==> src/rtl/cpu_pkg.sv <==
// Shared encodings for the multicycle CPU: opcodes, ULA ops, mux selects,
// error codes, controller states and the per-state Moore output decode.
package cpu_pkg;

  localparam logic [5:0] OP_RTYPE = 6'h00;
  localparam logic [5:0] OP_ADDI  = 6'h08;
  localparam logic [5:0] OP_ADDIU = 6'h09;

  localparam logic [2:0] ULA_LOAD = 3'b000;
  localparam logic [2:0] ULA_ADD  = 3'b001;
  localparam logic [2:0] ULA_SUB  = 3'b010;
  localparam logic [2:0] ULA_AND  = 3'b011;
  localparam logic [2:0] ULA_INC  = 3'b100;
  localparam logic [2:0] ULA_NOT  = 3'b101;
  localparam logic [2:0] ULA_XOR  = 3'b110;
  localparam logic [2:0] ULA_CMP  = 3'b111;

  localparam logic       ULAA_PC      = 1'b0;
  localparam logic       ULAA_A       = 1'b1;
  localparam logic [1:0] ULAB_B       = 2'b00;
  localparam logic [1:0] ULAB_FOUR    = 2'b01;
  localparam logic [1:0] ULAB_IMM     = 2'b10;
  localparam logic [1:0] ULAB_IMM_SH2 = 2'b11;
  localparam logic       WREG_RT      = 1'b0;
  localparam logic       WREG_RD      = 1'b1;

  localparam logic [1:0] ERR_NONE    = 2'b00;
  localparam logic [1:0] ERR_OVF     = 2'b01;
  localparam logic [1:0] ERR_ILLEGAL = 2'b10;

  typedef enum logic [3:0] {
    RST_ST,
    FETCH,
    IR_LD,
    DECODE,
    EX_R,
    EX_ADDI,
    EX_ADDIU,
    OVF,
    ILLEGAL
  } state_t;

  typedef struct packed {
    logic       pc_w;
    logic       ir_w;
    logic       ab_w;
    logic       rb_req;
    logic       of_trap;
    logic       m_wreg;
    logic       m_ulaa;
    logic [1:0] m_ulab;
    logic [2:0] ula_c;
    logic       reset_out;
    logic       halted;
    logic [1:0] err_code;
  } ctrl_t;

  // rb_req/of_trap are combined with Of outside the register so the
  // write-back enable can drop in the very cycle the overflow appears.
  function automatic ctrl_t ctrl_decode(input state_t s);
    ctrl_t c;
    c = '0;
    case (s)
      RST_ST: c.reset_out = 1'b1;
      FETCH: begin
        c.m_ulaa = ULAA_PC;
        c.m_ulab = ULAB_FOUR;
        c.ula_c  = ULA_ADD;
      end
      IR_LD: begin
        c.ir_w   = 1'b1;
        c.pc_w   = 1'b1;
        c.m_ulaa = ULAA_PC;
        c.m_ulab = ULAB_FOUR;
        c.ula_c  = ULA_ADD;
      end
      DECODE: c.ab_w = 1'b1;
      EX_R: begin
        c.m_ulaa  = ULAA_A;
        c.m_ulab  = ULAB_B;
        c.ula_c   = ULA_ADD;
        c.m_wreg  = WREG_RD;
        c.rb_req  = 1'b1;
        c.of_trap = 1'b1;
      end
      EX_ADDI: begin
        c.m_ulaa  = ULAA_A;
        c.m_ulab  = ULAB_IMM;
        c.ula_c   = ULA_ADD;
        c.m_wreg  = WREG_RT;
        c.rb_req  = 1'b1;
        c.of_trap = 1'b1;
      end
      EX_ADDIU: begin
        c.m_ulaa = ULAA_A;
        c.m_ulab = ULAB_IMM;
        c.ula_c  = ULA_ADD;
        c.m_wreg = WREG_RT;
        c.rb_req = 1'b1;
      end
      OVF: begin
        c.halted   = 1'b1;
        c.err_code = ERR_OVF;
      end
      ILLEGAL: begin
        c.halted   = 1'b1;
        c.err_code = ERR_ILLEGAL;
      end
      default: c = '0;
    endcase
    return c;
  endfunction

endpackage

==> src/rtl/multicycle_ctrl_if.sv <==
// Control bundle between the multicycle controller (master) and the
// single-ALU datapath (slave).
interface multicycle_ctrl_if #(parameter int CNT_W = 16);

  logic             Of;
  logic             Ng;
  logic             Zr;
  logic             Eq;
  logic             Gt;
  logic             Lt;
  logic [5:0]       OPCODE;
  logic             PC_w;
  logic             MEM_w;
  logic             IR_w;
  logic             RB_w;
  logic             AB_w;
  logic [2:0]       ULA_c;
  logic             M_WREG;
  logic             M_ULAA;
  logic [1:0]       M_ULAB;
  logic             reset_out;
  logic             halted;
  logic [1:0]       err_code;
  logic [CNT_W-1:0] retired;

  modport master (
    input  Of, Ng, Zr, Eq, Gt, Lt, OPCODE,
    output PC_w, MEM_w, IR_w, RB_w, AB_w, ULA_c, M_WREG, M_ULAA, M_ULAB,
           reset_out, halted, err_code, retired
  );

  modport slave (
    output Of, Ng, Zr, Eq, Gt, Lt, OPCODE,
    input  PC_w, MEM_w, IR_w, RB_w, AB_w, ULA_c, M_WREG, M_ULAA, M_ULAB,
           reset_out, halted, err_code, retired
  );

endinterface

==> src/rtl/multicycle_ctrl.sv <==
// Moore multicycle controller: RST_ST hold | FETCH mem wait | IR_LD IR+PC write |
// DECODE A/B load | EX_* write-back | OVF/ILLEGAL absorbing halt.
module multicycle_ctrl
  import cpu_pkg::*;
#(
  parameter int MEM_LAT = 2,
  parameter int CNT_W   = 16
) (
  input  logic              clk,
  input  logic              reset,
  multicycle_ctrl_if.master bus
);

  localparam logic [2:0] WAIT_LAST = 3'(MEM_LAT - 1);

  state_t           r_state;
  ctrl_t            r_ctrl;
  logic [2:0]       r_cnt;
  logic [CNT_W-1:0] r_retired;
  logic             w_rb_w;

  // Outputs are registered alongside the state by decoding the target state.
  always_ff @(posedge clk or posedge reset) begin
    if (reset) begin
      r_state   <= RST_ST;
      r_ctrl    <= ctrl_decode(RST_ST);
      r_cnt     <= '0;
      r_retired <= '0;
    end else begin
      case (r_state)
        RST_ST: begin
          if (r_cnt == 3'd0) begin
            r_cnt <= 3'd1;
          end else begin
            r_cnt   <= '0;
            r_state <= FETCH;
            r_ctrl  <= ctrl_decode(FETCH);
          end
        end
        FETCH: begin
          if (r_cnt == WAIT_LAST) begin
            r_cnt   <= '0;
            r_state <= IR_LD;
            r_ctrl  <= ctrl_decode(IR_LD);
          end else begin
            r_cnt <= r_cnt + 3'd1;
          end
        end
        IR_LD: begin
          r_state <= DECODE;
          r_ctrl  <= ctrl_decode(DECODE);
        end
        DECODE: begin
          case (bus.OPCODE)
            OP_RTYPE: begin
              r_state <= EX_R;
              r_ctrl  <= ctrl_decode(EX_R);
            end
            OP_ADDI: begin
              r_state <= EX_ADDI;
              r_ctrl  <= ctrl_decode(EX_ADDI);
            end
            OP_ADDIU: begin
              r_state <= EX_ADDIU;
              r_ctrl  <= ctrl_decode(EX_ADDIU);
            end
            default: begin
              r_state <= ILLEGAL;
              r_ctrl  <= ctrl_decode(ILLEGAL);
            end
          endcase
        end
        EX_R, EX_ADDI: begin
          if (bus.Of) begin
            r_state <= OVF;
            r_ctrl  <= ctrl_decode(OVF);
          end else begin
            r_retired <= r_retired + CNT_W'(1);
            r_state   <= FETCH;
            r_ctrl    <= ctrl_decode(FETCH);
          end
        end
        EX_ADDIU: begin
          r_retired <= r_retired + CNT_W'(1);
          r_state   <= FETCH;
          r_ctrl    <= ctrl_decode(FETCH);
        end
        OVF, ILLEGAL: begin
          r_state <= r_state;
        end
        default: begin
          r_state <= ILLEGAL;
          r_ctrl  <= ctrl_decode(ILLEGAL);
        end
      endcase
    end
  end

  assign w_rb_w = r_ctrl.rb_req & ~(r_ctrl.of_trap & bus.Of);

  assign bus.PC_w      = r_ctrl.pc_w;
  assign bus.MEM_w     = 1'b0;
  assign bus.IR_w      = r_ctrl.ir_w;
  assign bus.RB_w      = w_rb_w;
  assign bus.AB_w      = r_ctrl.ab_w;
  assign bus.ULA_c     = r_ctrl.ula_c;
  assign bus.M_WREG    = r_ctrl.m_wreg;
  assign bus.M_ULAA    = r_ctrl.m_ulaa;
  assign bus.M_ULAB    = r_ctrl.m_ulab;
  assign bus.reset_out = r_ctrl.reset_out;
  assign bus.halted    = r_ctrl.halted;
  assign bus.err_code  = r_ctrl.err_code;
  assign bus.retired   = r_retired;

endmodule
==> src/flat_wrapper.sv <==
// flat-port wrapper written by rule: the top's interface ports become plain ports
module multicycle_ctrl_flat import cpu_pkg::*;
#(
  parameter int MEM_LAT = 2,
  parameter int CNT_W   = 16
)
  (clk, reset, bus_Of, bus_Ng, bus_Zr, bus_Eq, bus_Gt, bus_Lt, bus_OPCODE, bus_PC_w, bus_MEM_w, bus_IR_w, bus_RB_w, bus_AB_w, bus_ULA_c, bus_M_WREG, bus_M_ULAA, bus_M_ULAB, bus_reset_out, bus_halted, bus_err_code, bus_retired);
  multicycle_ctrl_if #(.CNT_W(CNT_W)) bus_i ();
  input  logic clk;
  input  logic reset;
  input wire logic [$bits(bus_i.Of)-1:0] bus_Of;
  input wire logic [$bits(bus_i.Ng)-1:0] bus_Ng;
  input wire logic [$bits(bus_i.Zr)-1:0] bus_Zr;
  input wire logic [$bits(bus_i.Eq)-1:0] bus_Eq;
  input wire logic [$bits(bus_i.Gt)-1:0] bus_Gt;
  input wire logic [$bits(bus_i.Lt)-1:0] bus_Lt;
  input wire logic [$bits(bus_i.OPCODE)-1:0] bus_OPCODE;
  output wire logic [$bits(bus_i.PC_w)-1:0] bus_PC_w;
  output wire logic [$bits(bus_i.MEM_w)-1:0] bus_MEM_w;
  output wire logic [$bits(bus_i.IR_w)-1:0] bus_IR_w;
  output wire logic [$bits(bus_i.RB_w)-1:0] bus_RB_w;
  output wire logic [$bits(bus_i.AB_w)-1:0] bus_AB_w;
  output wire logic [$bits(bus_i.ULA_c)-1:0] bus_ULA_c;
  output wire logic [$bits(bus_i.M_WREG)-1:0] bus_M_WREG;
  output wire logic [$bits(bus_i.M_ULAA)-1:0] bus_M_ULAA;
  output wire logic [$bits(bus_i.M_ULAB)-1:0] bus_M_ULAB;
  output wire logic [$bits(bus_i.reset_out)-1:0] bus_reset_out;
  output wire logic [$bits(bus_i.halted)-1:0] bus_halted;
  output wire logic [$bits(bus_i.err_code)-1:0] bus_err_code;
  output wire logic [$bits(bus_i.retired)-1:0] bus_retired;
  assign bus_i.Of = bus_Of;
  assign bus_i.Ng = bus_Ng;
  assign bus_i.Zr = bus_Zr;
  assign bus_i.Eq = bus_Eq;
  assign bus_i.Gt = bus_Gt;
  assign bus_i.Lt = bus_Lt;
  assign bus_i.OPCODE = bus_OPCODE;
  assign bus_PC_w = bus_i.PC_w;
  assign bus_MEM_w = bus_i.MEM_w;
  assign bus_IR_w = bus_i.IR_w;
  assign bus_RB_w = bus_i.RB_w;
  assign bus_AB_w = bus_i.AB_w;
  assign bus_ULA_c = bus_i.ULA_c;
  assign bus_M_WREG = bus_i.M_WREG;
  assign bus_M_ULAA = bus_i.M_ULAA;
  assign bus_M_ULAB = bus_i.M_ULAB;
  assign bus_reset_out = bus_i.reset_out;
  assign bus_halted = bus_i.halted;
  assign bus_err_code = bus_i.err_code;
  assign bus_retired = bus_i.retired;
  multicycle_ctrl #(.MEM_LAT(MEM_LAT), .CNT_W(CNT_W)) u_core (.clk(clk), .reset(reset), .bus(bus_i));
endmodule
==> config.mk <==
export PLATFORM = sky130hd
export DESIGN_NAME = multicycle_ctrl_flat
export DESIGN_NICKNAME = d
export VERILOG_FILES = /design/src/rtl/cpu_pkg.sv /design/src/rtl/multicycle_ctrl_if.sv /design/src/rtl/multicycle_ctrl.sv /design/src/flat_wrapper.sv
export SDC_FILE = /design/constraint.sdc
export NUM_CORES = 1
export LEC_CHECK = 0
export ABC_AREA = 0
export BUFFER_PORTS_ARGS = -buffer_cell sky130_fd_sc_hd__buf_2
export CAP_MARGIN = 20
export CORE_MARGIN = 3
export CORE_UTILIZATION = 56
export DETAILED_ROUTE_END_ITERATION = 12
export MAX_ROUTING_LAYER = met4
export PLACE_DENSITY = 0.89
export RECOVER_POWER = 25
export SYNTH_ARGS = -nofsm -noshare
export SYNTH_HDL_FRONTEND = slang
export SYNTH_SLANG_ARGS = --single-unit
==> constraint.sdc <==
create_clock -name clk -period 4.9 [get_ports clk]
set_clock_uncertainty 0.2 [all_clocks]
set_input_delay 0.49 -clock clk [delete_from_list [all_inputs] [get_ports clk]]
set_output_delay 0.49 -clock clk [all_outputs]
set_load 0.01 [all_outputs]
==> results.sh <==
export IMPL_max_cap_violations=1
export IMPL_grt_antenna_before_repair=0
export IMPL_slowest_stage="dfrtp_1"
export IMPL_wl_um=3470
export IMPL_fill_cells=211
export IMPL_cp_max_fo=10
export IMPL_drcViolationCount=0
export IMPL_violations="max-capacitance violations, max-slew violations"
export IMPL_rows=19
export IMPL_period_minus_slack_ps=2230
export IMPL_postLayoutCellArea_sq_mm=0.00192
export IMPL_power_density_mw_per_mm2=374
export IMPL_ys_warn_count=0
export IMPL_timing_hold_violations_final=0
export IMPL_ctsResizeCount=0
export IMPL_max_freq_mhz=449
export IMPL_cts_tree="built"
export IMPL_clock_root_buffer="clkbuf_4"
export IMPL_slew_headroom=-0.183
export IMPL_syn_avg_cell_area_sq_um=11.0
export IMPL_use_met2=0.350
export IMPL_grt_pass1_wl_um=5920
export IMPL_die_y_um=61.7
export IMPL_regArea_sq_um=852
export IMPL_grt_pass1_vias=1304
export IMPL_crit_type="register to register"
export IMPL_htree_levels=2
export IMPL_vias=1314
export IMPL_ys_async_sr_fraction=1.00
export IMPL_start_kind="register"
export IMPL_synth_common_cells="dfrtp_1 (33), xnor2_1 (13), nand2_1 (11), buf_4 (9), nand3_1 (9)"
export IMPL_synthFlopType="dfrtp_1"
export IMPL_grt_busiest_layer="met2"
export IMPL_grt_ovfl_total=0
export IMPL_crit_chain="nor2_1, mux2i_1, a211o_1, mux2_2"
export IMPL_seq_area_frac_synth=0.491
export IMPL_ant_nets=0
export IMPL_ff2ff_path_depth=4
export IMPL_port_buffers=37
export IMPL_die_area_sq_mm=0.00380
export IMPL_syn_inst=158
export IMPL_finalMaxSlewViolations=35
export IMPL_grtUsageMet1=0.269
export IMPL_peakVddDrop_v=0.000271
export IMPL_rsz0062_at_grt="false"
export IMPL_vias_per_cell=5.92
export IMPL_grt_start_max_net_pins=35
export IMPL_path_clk_slew_ps=110
export IMPL_postCtsSetupBuffers=0
export IMPL_ioPinCount=46
export IMPL_clockBufferDepth=2
export IMPL_post_synth_top_count_cell="dfrtp_1"
export IMPL_setup_slack_ps=2670
export IMPL_holdWs_ps=173
export IMPL_crit_arrival_ps=2260
export IMPL_fin_util=0.672
export IMPL_netlist_area_sq_mm=0.00173
export IMPL_clock_latency_ps=350
export IMPL_synth_seq_cells=34
export IMPL_hold_buffers=0
export IMPL_critPathMaxStageDelay_ps=460
export IMPL_tightest_slew_ps=1770
export IMPL_dpl_cell_area_sq_mm=0.00186
export IMPL_gr_usage_met3=0.0461
export IMPL_drt_wirelength_per_cell_um=15.6
export IMPL_fin_crit_sh=0.455
export IMPL_synth_edf_count=0
export IMPL_leakage_uw=0.000974
export IMPL_drtIter0Drc=34
export IMPL_n_antenna_cell=0
export IMPL_fin_tns_setup_ps=0
export IMPL_hp_class="input port to register"
export IMPL_area_delta_synth_final_pct=10.5
export IMPL_numCtsBuffers=5
export IMPL_whs_path_depth=2
export IMPL_multi_input_area_sq_um=771
export IMPL_nNetsFinal=205
export IMPL_drive_above_1_share=0.293
export IMPL_gp_congestion=0.846
export IMPL_worstSetupEndpointType="register"
export IMPL_cp_data_required_time_ps=4930
export IMPL_synth_top_area_share=0.476
export IMPL_synth_area_leaders="dfrtp_1 (48%), xnor2_1 (6.6%), buf_4 (3.9%), nand3_1 (2.6%), mux2_2 (2.6%)"
export IMPL_grt_use_total=0.222
export IMPL_dr_pass1_iters=4
export IMPL_pre_cts_slack_ps=2720
export IMPL_outcome="finished, violations left"
export IMPL_start_util=0.608
export IMPL_dp_hpwl_um=2510
export IMPL_synth_top_area_cell="dfrtp_1"
export IMPL_cts_sinks=34
export IMPL_synthDistinctLibCells=47
export IMPL_die_w_um=61.7
export IMPL_core_sq_mm=0.00285
export IMPL_setup_viol=0
-- cell type report --
class,count,share of cell area
sequential,34,0.445
multi-input combinational,109,0.402
timing repair buffer,38,0.0986
clock buffer,8,0.0307
tap,31,0.0202
inverter,2,0.00392
-- final timing paths --
check / start / slack (ps) / end
max: u_core.r_cnt[2] / 2670 / u_core.bus.halted
min: bus_OPCODE[3] / 170 / u_core.bus.M_WREG
max reg2reg: u_core.r_cnt[2] / 2670 / u_core.bus.halted
min reg2reg: u_core.bus.retired[15] / 270 / u_core.bus.retired[15]
max in group asynchronous: reset / 2920 / u_core.bus.M_WREG
min in group asynchronous: reset / 550 / u_core.bus.retired[6]
-- stage by stage --
step	instances	power, uW
CTS	222	721
finish	222	716
floorplan	160	538
detailed placement	214	558
global route	222	759
global placement	214	546
-- critical path: cells and delay by family (launching register included) --
kind	cells	cell delay, ps
mux	2	810
flops	1	460
compound gates	1	410
simple gates	1	220
-- sequential cells by signal, indices dropped and copies added, names as in the netlist --
name,count
u_core.r_ctrl,1
u_core.bus.M_ULAB,2
u_core.r_state,4
u_core.bus.M_ULAA,1
u_core.r_cnt,3
u_core.bus.ULA_c,1
u_core.bus.IR_w,1
u_core.bus.reset_out,1
u_core.bus.retired,16
u_core.bus.AB_w,1
u_core.bus.err_code,1
u_core.bus.halted,1
u_core.bus.M_WREG,1
-- report_power, final --
part | switching [uW] | internal [uW] | total [uW]
logic | 104 | 84.3 | 189
registers | 53.2 | 311 | 364
clock network | 92.5 | 70.7 | 163
-- cell families after synthesis --
group	Yosys count	synth area share
fa+ha+maj	1	0.00721
simple gates	57	0.198
flops	34	0.491
other cells	1	0.00216
buf+inv	17	0.0685
mux	6	0.0375
xor+xnor	16	0.0808
compound gates	26	0.114
-- layer usage --
layer | vias to the layer above | routed length, um
li1 | 622 | -
met3 | 6 | 204
met2 | 46 | 1760
met1 | 640 | 1460
met5 | - | 0
met4 | 0 | 53
-- cell usage in the layout, fill, tap and decap left out, types with 3 or more instances in the layout --
cell type and instances:
a21oi_1 3, and3_1 6, clkbuf_1 3, buf_2 37, nor2_1 5, a21o_1 3, nand2_1 11, nand3_1 9
nor2b_1 3, o21ai_0 7, clkbuf_4 5, dfrtp_1 33, mux2_2 4, nand4_1 4, conb_1 3, xnor2_1 13
nor3_1 3, xor2_1 3
Note: power is estimated with default switching activity, not from simulation.
